`src/rtl/clk_div_meter.sv`:
```
// Measures the half-period of a slow toggling signal in clk_in cycles and flags lock and stall.
// Define CLK_DIV_METER_DUTY_EN to add the high_time / low_time / duty_err outputs.
module clk_div_meter #(
  parameter int WIDTH       = 32,
  parameter int SYNC_STAGES = 2,
  parameter int LOCK_COUNT  = 4,
  parameter int TIMEOUT_CYC = 1048576
) (
  input  logic             clk_in,
  input  logic             reset,
  input  logic             sig_in,
  output logic [WIDTH-1:0] half_period,
  output logic             meas_valid,
  output logic             locked,
  output logic             stalled,
`ifdef CLK_DIV_METER_DUTY_EN
  output logic [WIDTH-1:0] high_time,
  output logic [WIDTH-1:0] low_time,
  output logic             duty_err,
`endif
  output logic [1:0]       fsm_state
);

  typedef enum logic [1:0] {
    IDLE   = 2'd0,
    ARMED  = 2'd1,
    LOCKED = 2'd2
  } state_t;

  localparam int               MW       = $clog2(LOCK_COUNT + 1);
  localparam logic [MW-1:0]    LOCK_VAL = MW'(LOCK_COUNT);
  localparam logic [WIDTH-1:0] TO_VAL   = WIDTH'(TIMEOUT_CYC);
  localparam bit               TO_EN    = (TIMEOUT_CYC != 0);

  state_t                 state;
  state_t                 state_nxt;
  logic [SYNC_STAGES-1:0] sync;
  logic                   s_prev;
  logic                   s_sync;
  logic                   sig_edge;
  logic [WIDTH-1:0]       cnt;
  logic [MW-1:0]          match_cnt;
  logic [MW-1:0]          match_nxt;
  logic                   arm;
  logic                   meas;
  logic                   timeout;
  logic                   same;
  logic                   lock_nxt;

  // Both polarities of the synchronized signal count as an edge.
  assign s_sync    = sync[SYNC_STAGES-1];
  assign sig_edge  = s_sync ^ s_prev;
  assign fsm_state = state;

  always_ff @(posedge clk_in or posedge reset) begin
    if (reset) state <= IDLE;
    else       state <= state_nxt;
  end

  always_comb begin
    state_nxt = state;
    unique case (state)
      IDLE:    if (sig_edge) state_nxt = ARMED;
      ARMED:   if (meas && lock_nxt) state_nxt = LOCKED;
               else if (timeout)     state_nxt = IDLE;
      LOCKED:  if (meas && !same)    state_nxt = ARMED;
               else if (timeout)     state_nxt = IDLE;
      default: state_nxt = IDLE;
    endcase
  end

  // An edge always wins over a timeout landing in the same cycle.
  always_comb begin
    arm     = (state == IDLE) && sig_edge;
    meas    = (state != IDLE) && sig_edge;
    timeout = TO_EN && (state != IDLE) && !sig_edge && (cnt == TO_VAL);
    same    = (cnt == half_period);
    if (!same)                     match_nxt = MW'(1);
    else if (match_cnt >= LOCK_VAL) match_nxt = LOCK_VAL;
    else                           match_nxt = match_cnt + MW'(1);
    lock_nxt = (match_nxt == LOCK_VAL);
  end

  always_ff @(posedge clk_in or posedge reset) begin
    if (reset) begin
      sync        <= '0;
      s_prev      <= 1'b0;
      cnt         <= '0;
      match_cnt   <= '0;
      half_period <= '0;
      meas_valid  <= 1'b0;
      locked      <= 1'b0;
      stalled     <= 1'b0;
    end else begin
      sync       <= {sync[SYNC_STAGES-2:0], sig_in};
      s_prev     <= s_sync;
      meas_valid <= meas;
      if (sig_edge)        cnt <= WIDTH'(1);
      else if (cnt != '1)  cnt <= cnt + WIDTH'(1);
      if (arm) stalled <= 1'b0;
      if (meas) begin
        half_period <= cnt;
        match_cnt   <= match_nxt;
        locked      <= lock_nxt;
      end else if (timeout) begin
        stalled     <= 1'b1;
        locked      <= 1'b0;
        half_period <= '0;
        match_cnt   <= '0;
      end
    end
  end

`ifdef CLK_DIV_METER_DUTY_EN
  logic [WIDTH-1:0] high_nxt;
  logic [WIDTH-1:0] low_nxt;
  logic [WIDTH-1:0] duty_diff;

  // A falling edge closes a high phase (s_prev still holds the old level).
  always_comb begin
    high_nxt = high_time;
    low_nxt  = low_time;
    if (meas && s_prev)  high_nxt = cnt;
    if (meas && !s_prev) low_nxt  = cnt;
    duty_diff = (high_nxt > low_nxt) ? (high_nxt - low_nxt) : (low_nxt - high_nxt);
  end

  always_ff @(posedge clk_in or posedge reset) begin
    if (reset) begin
      high_time <= '0;
      low_time  <= '0;
      duty_err  <= 1'b0;
    end else if (timeout) begin
      high_time <= '0;
      low_time  <= '0;
      duty_err  <= 1'b0;
    end else begin
      high_time <= high_nxt;
      low_time  <= low_nxt;
      duty_err  <= (high_nxt != '0) && (low_nxt != '0) && (duty_diff > WIDTH'(1));
    end
  end
`endif

endmodule

```
`config.mk`:
```
export PLATFORM = sky130hd
export DESIGN_NAME = clk_div_meter
export DESIGN_NICKNAME = d
export VERILOG_FILES = /design/src/rtl/clk_div_meter.sv
export SDC_FILE = /design/constraint.sdc
export NUM_CORES = 1
export LEC_CHECK = 0
export ABC_AREA = 1
export CORE_UTILIZATION = 42
export CTS_CLUSTER_DIAMETER = 150
export DETAILED_ROUTE_END_ITERATION = 10
export PLACE_DENSITY = 0.71
export SLEW_MARGIN = 15
export SYNTH_ARGS = -nofsm -noshare
export SYNTH_HDL_FRONTEND = slang
export SYNTH_SLANG_ARGS = --single-unit
```
`constraint.sdc`:
```
create_clock -name clk_in -period 4.88 [get_ports clk_in]
set_input_delay 0.732 -clock clk_in [delete_from_list [all_inputs] [get_ports clk_in]]
set_output_delay 0.732 -clock clk_in [all_outputs]
set_load 0.1 [all_outputs]
```
==> results.cfg <==
[setup_path]
crit_path_end_kind = flip-flop
cpMostUsedCell = nand2_1
startpoint = sync[1]
critPathLaunchType = flip-flop
worstPathMaxFanout = 25
rr_endpoint = match_cnt[0]
r2r_slack_ns = 1.62
path_class = flip-flop to flip-flop
reg2reg_from = sync[1]
r2r_cells = 7
arrival_ns = 3.47
crit_chain = or2_1 -> nand2_1 -> nand4_1 -> nor3_1 -> nand2_1 -> nand2_1 -> o21ai_0
critPathSlowestCell = nand2_1
worstPathRequired_ns = 5.09
crit_path_max_incr_delay_ns = 0.76

[power]
internal-power_mw = 0.9144
combPwrFrac_pct = 13.4
p_sw_share_pct = 29.07
switching_power_mw = 0.3748
powerDensity_nw_per_um2 = 265.9
power.share.clock_pct = 36.1
leakagePower_nw = 2.291
ir_drop_uv = 120.0
p_seq_share_pct = 50.5

[synth]
synth_area_um2 = 4144
yosysUniqueCellTypes = 37
synth-seq-area-share_pct = 45.29
syn_area_per_cell_um2 = 7.878
synth.net_count = 533
ys_ff_latch = 75
yosys_warnings = 0
synthCells = 526

[timing]
period_minus_slack_ns = 3.260
setup_viol = 0
layout_setup_ws_ns = 1.620
fmax_mhz = 306.7
fin_crit_sh_pct = 66.81
tightest_slew_ns = 0.9722
hold_viol_final = 0
rsz0062_at_grt = no
final-max-slew-violation-count = 0
hold_slack_ns = 0.4027
finClkSkew_ns = 0.006482
setup_tns_ns = 0
max-slew-margin-rel_pct = 34.98

[detailed_routing]
avgRoutedWirePerCell_um = 15.50
drt-vias-per-instance = 5.169
drtPass1Iterations = 5
ant_nets = 0
drtIter0Drc = 238
wl_um = 10820
drc_errors = 0
dr_total_vias = 3608

[global_routing]
grt_pass1_wl_um = 18290
grt_start_max_net_pins = 56
grt_pass1_vias = 3489
grt_usage_pct = 23.39
grt_overflow = 0
antenna_found_initial = 0

[clock_tree]
root_buffer = clkbuf_8
insertion_delay_ns = 0.36
cts.clk_slew.worst_paths_ns = 0.08
cts_max_level = 3
holdBufCountCts = 0
postCtsSetupBuffers = 0
clkSinkCount = 75
cts_tree = done
ctsResizeCount = 0
numCtsBuffers = 9
clockBufferDepth = 2

[hold_path]
hp-class = flip-flop to flip-flop
holdPathStages = 0
whs_endpoint = sync[1]
hp-start = sync[0]

[layout]
final_cell_mix = nand2_1 (118), dfrtp_1 (75), inv_1 (69)
final_area_um2 = 4848
post-route-util_pct = 51.50
diodes = 0
syn2layout_area_growth_pct = 17.00
drive_above_1_share_pct = 7.206
nets = 573
final_common_cell = nand2_1

[place]
gp_congestion = 0.9418
dpl_worst_slack_ns = 1.646
placed_area_um2 = 4661
io_buffers = 39
dp.final_hpwl_um = 7799

[run_status]
status = complete, no violations

[floorplanning]
start_util_pct = 44.01
die_height_um = 101.3
die-area_um2 = 10270
io_pins = 40
die_x_um = 101.3
fp.coreArea_um2 = 9415
rows = 35

[job]
cap_violations = 0
==> power groups by stage <==
stage          clock network [mW]  logic (mW)  registers, mW
6_report                    0.465       0.173          0.651
5_1_grt                     0.496       0.194          0.654
4_1_cts                     0.475       0.174          0.651
3_5_place_dp                    0       0.173          0.663
3_3_place_gp                    0       0.171          0.663
2_1_floorplan                   0      0.0924          0.702
==> critical path: cells and delay by family, from the launching register on <==
kind            cells  cell delay (ns)
simple gates        6             2.54
compound gates      1             0.17
flops               1             0.40
==> cells in the mapped netlist, drive strengths merged <==
| library cell | instances | area (um^2) |
|---|---|---|
| clkinv | 1 | 3.750 |
| o21ai | 37 | 185.2 |
| or2 | 1 | 6.260 |
| nor3b | 1 | 7.510 |
| a211oi | 5 | 37.54 |
| nand3 | 39 | 195.2 |
| a21oi | 13 | 65.06 |
| o22ai | 13 | 81.33 |
| o31ai | 1 | 7.510 |
| ha | 4 | 50.05 |
| nand4 | 15 | 93.84 |
| inv | 74 | 282.8 |
| o21a | 2 | 15.01 |
| buf | 4 | 16.26 |
| nor4 | 5 | 31.28 |
| clkbuf | 7 | 26.28 |
| a31oi | 2 | 12.51 |
| a22oi | 1 | 7.510 |
| nor2 | 50 | 252.7 |
| nor3 | 23 | 136.4 |
| and3 | 1 | 6.260 |
| nand3b | 1 | 11.26 |
| xnor2 | 21 | 183.9 |
| xor2 | 3 | 26.28 |
| o21bai | 1 | 7.510 |
| nand2 | 126 | 518.0 |
| dfrtp | 75 | 1877 |
==> logic make-up (layout without fill, tap and decap cells) <==
logic type      Yosys count  count (layout)  synth area share (%)
compound gates           75              75                 10.11
xor+xnor                 24              24                 5.073
fa+ha+maj                 4               4                 1.208
buf+inv                  86             129                 7.941
flops                    75              75                 45.29
simple gates            262             262                 30.37
==> state kept, by name, indices dropped and copies added (netlist names) <==
name         flops
half_period     32
s_prev           1
stalled          1
meas_valid       1
cnt             32
sync             2
locked           1
match_cnt        3
fsm_state        2
==> worst max path at each step <==
stage	slack, ns	cells after the start	endpoint
4_1_cts	1.64	7	match_cnt[0]
6_report	1.62	7	match_cnt[0]
3_5_place_dp	1.65	7	match_cnt[0]
5_1_grt	1.23	7	match_cnt[0]
2_1_floorplan	2.24	1	cnt[0]
3_3_place_gp	1.81	7	match_cnt[0]
==> per-stage QoR <==
stage / instances / total power [mW]
3_3_place_gp: 684 / 0.8340
6_report: 698 / 1.289
4_1_cts: 698 / 1.300
3_5_place_dp: 684 / 0.8367
5_1_grt: 698 / 1.344
2_1_floorplan: 526 / 0.7944
==> per-layer routing <==
| metal | vias to the layer above | track usage [%] | share of wire (%) |
|---|---|---|---|
| met1 | 1694 | 32.95 | 48 |
| met3 | 14 | 4.762 | 5.5 |
| met5 | - | 0 | 0 |
| li1 | 1795 | - | - |
| met2 | 105 | 36.37 | 45 |
| met4 | 0 | 7.023 | 1.4 |
==> layout make-up <==
type / count / area [um^2]
tap: 129 / 161.4
sequential: 75 / 1877
clock buffer: 13 / 178.9
fill: 898 / 4567
multi-input combinational: 365 / 1938
inverter: 75 / 287.8
clock inverter: 1 / 7.507
timing repair buffer: 40 / 397.9
Note: power is estimated with default switching activity, not from simulation.
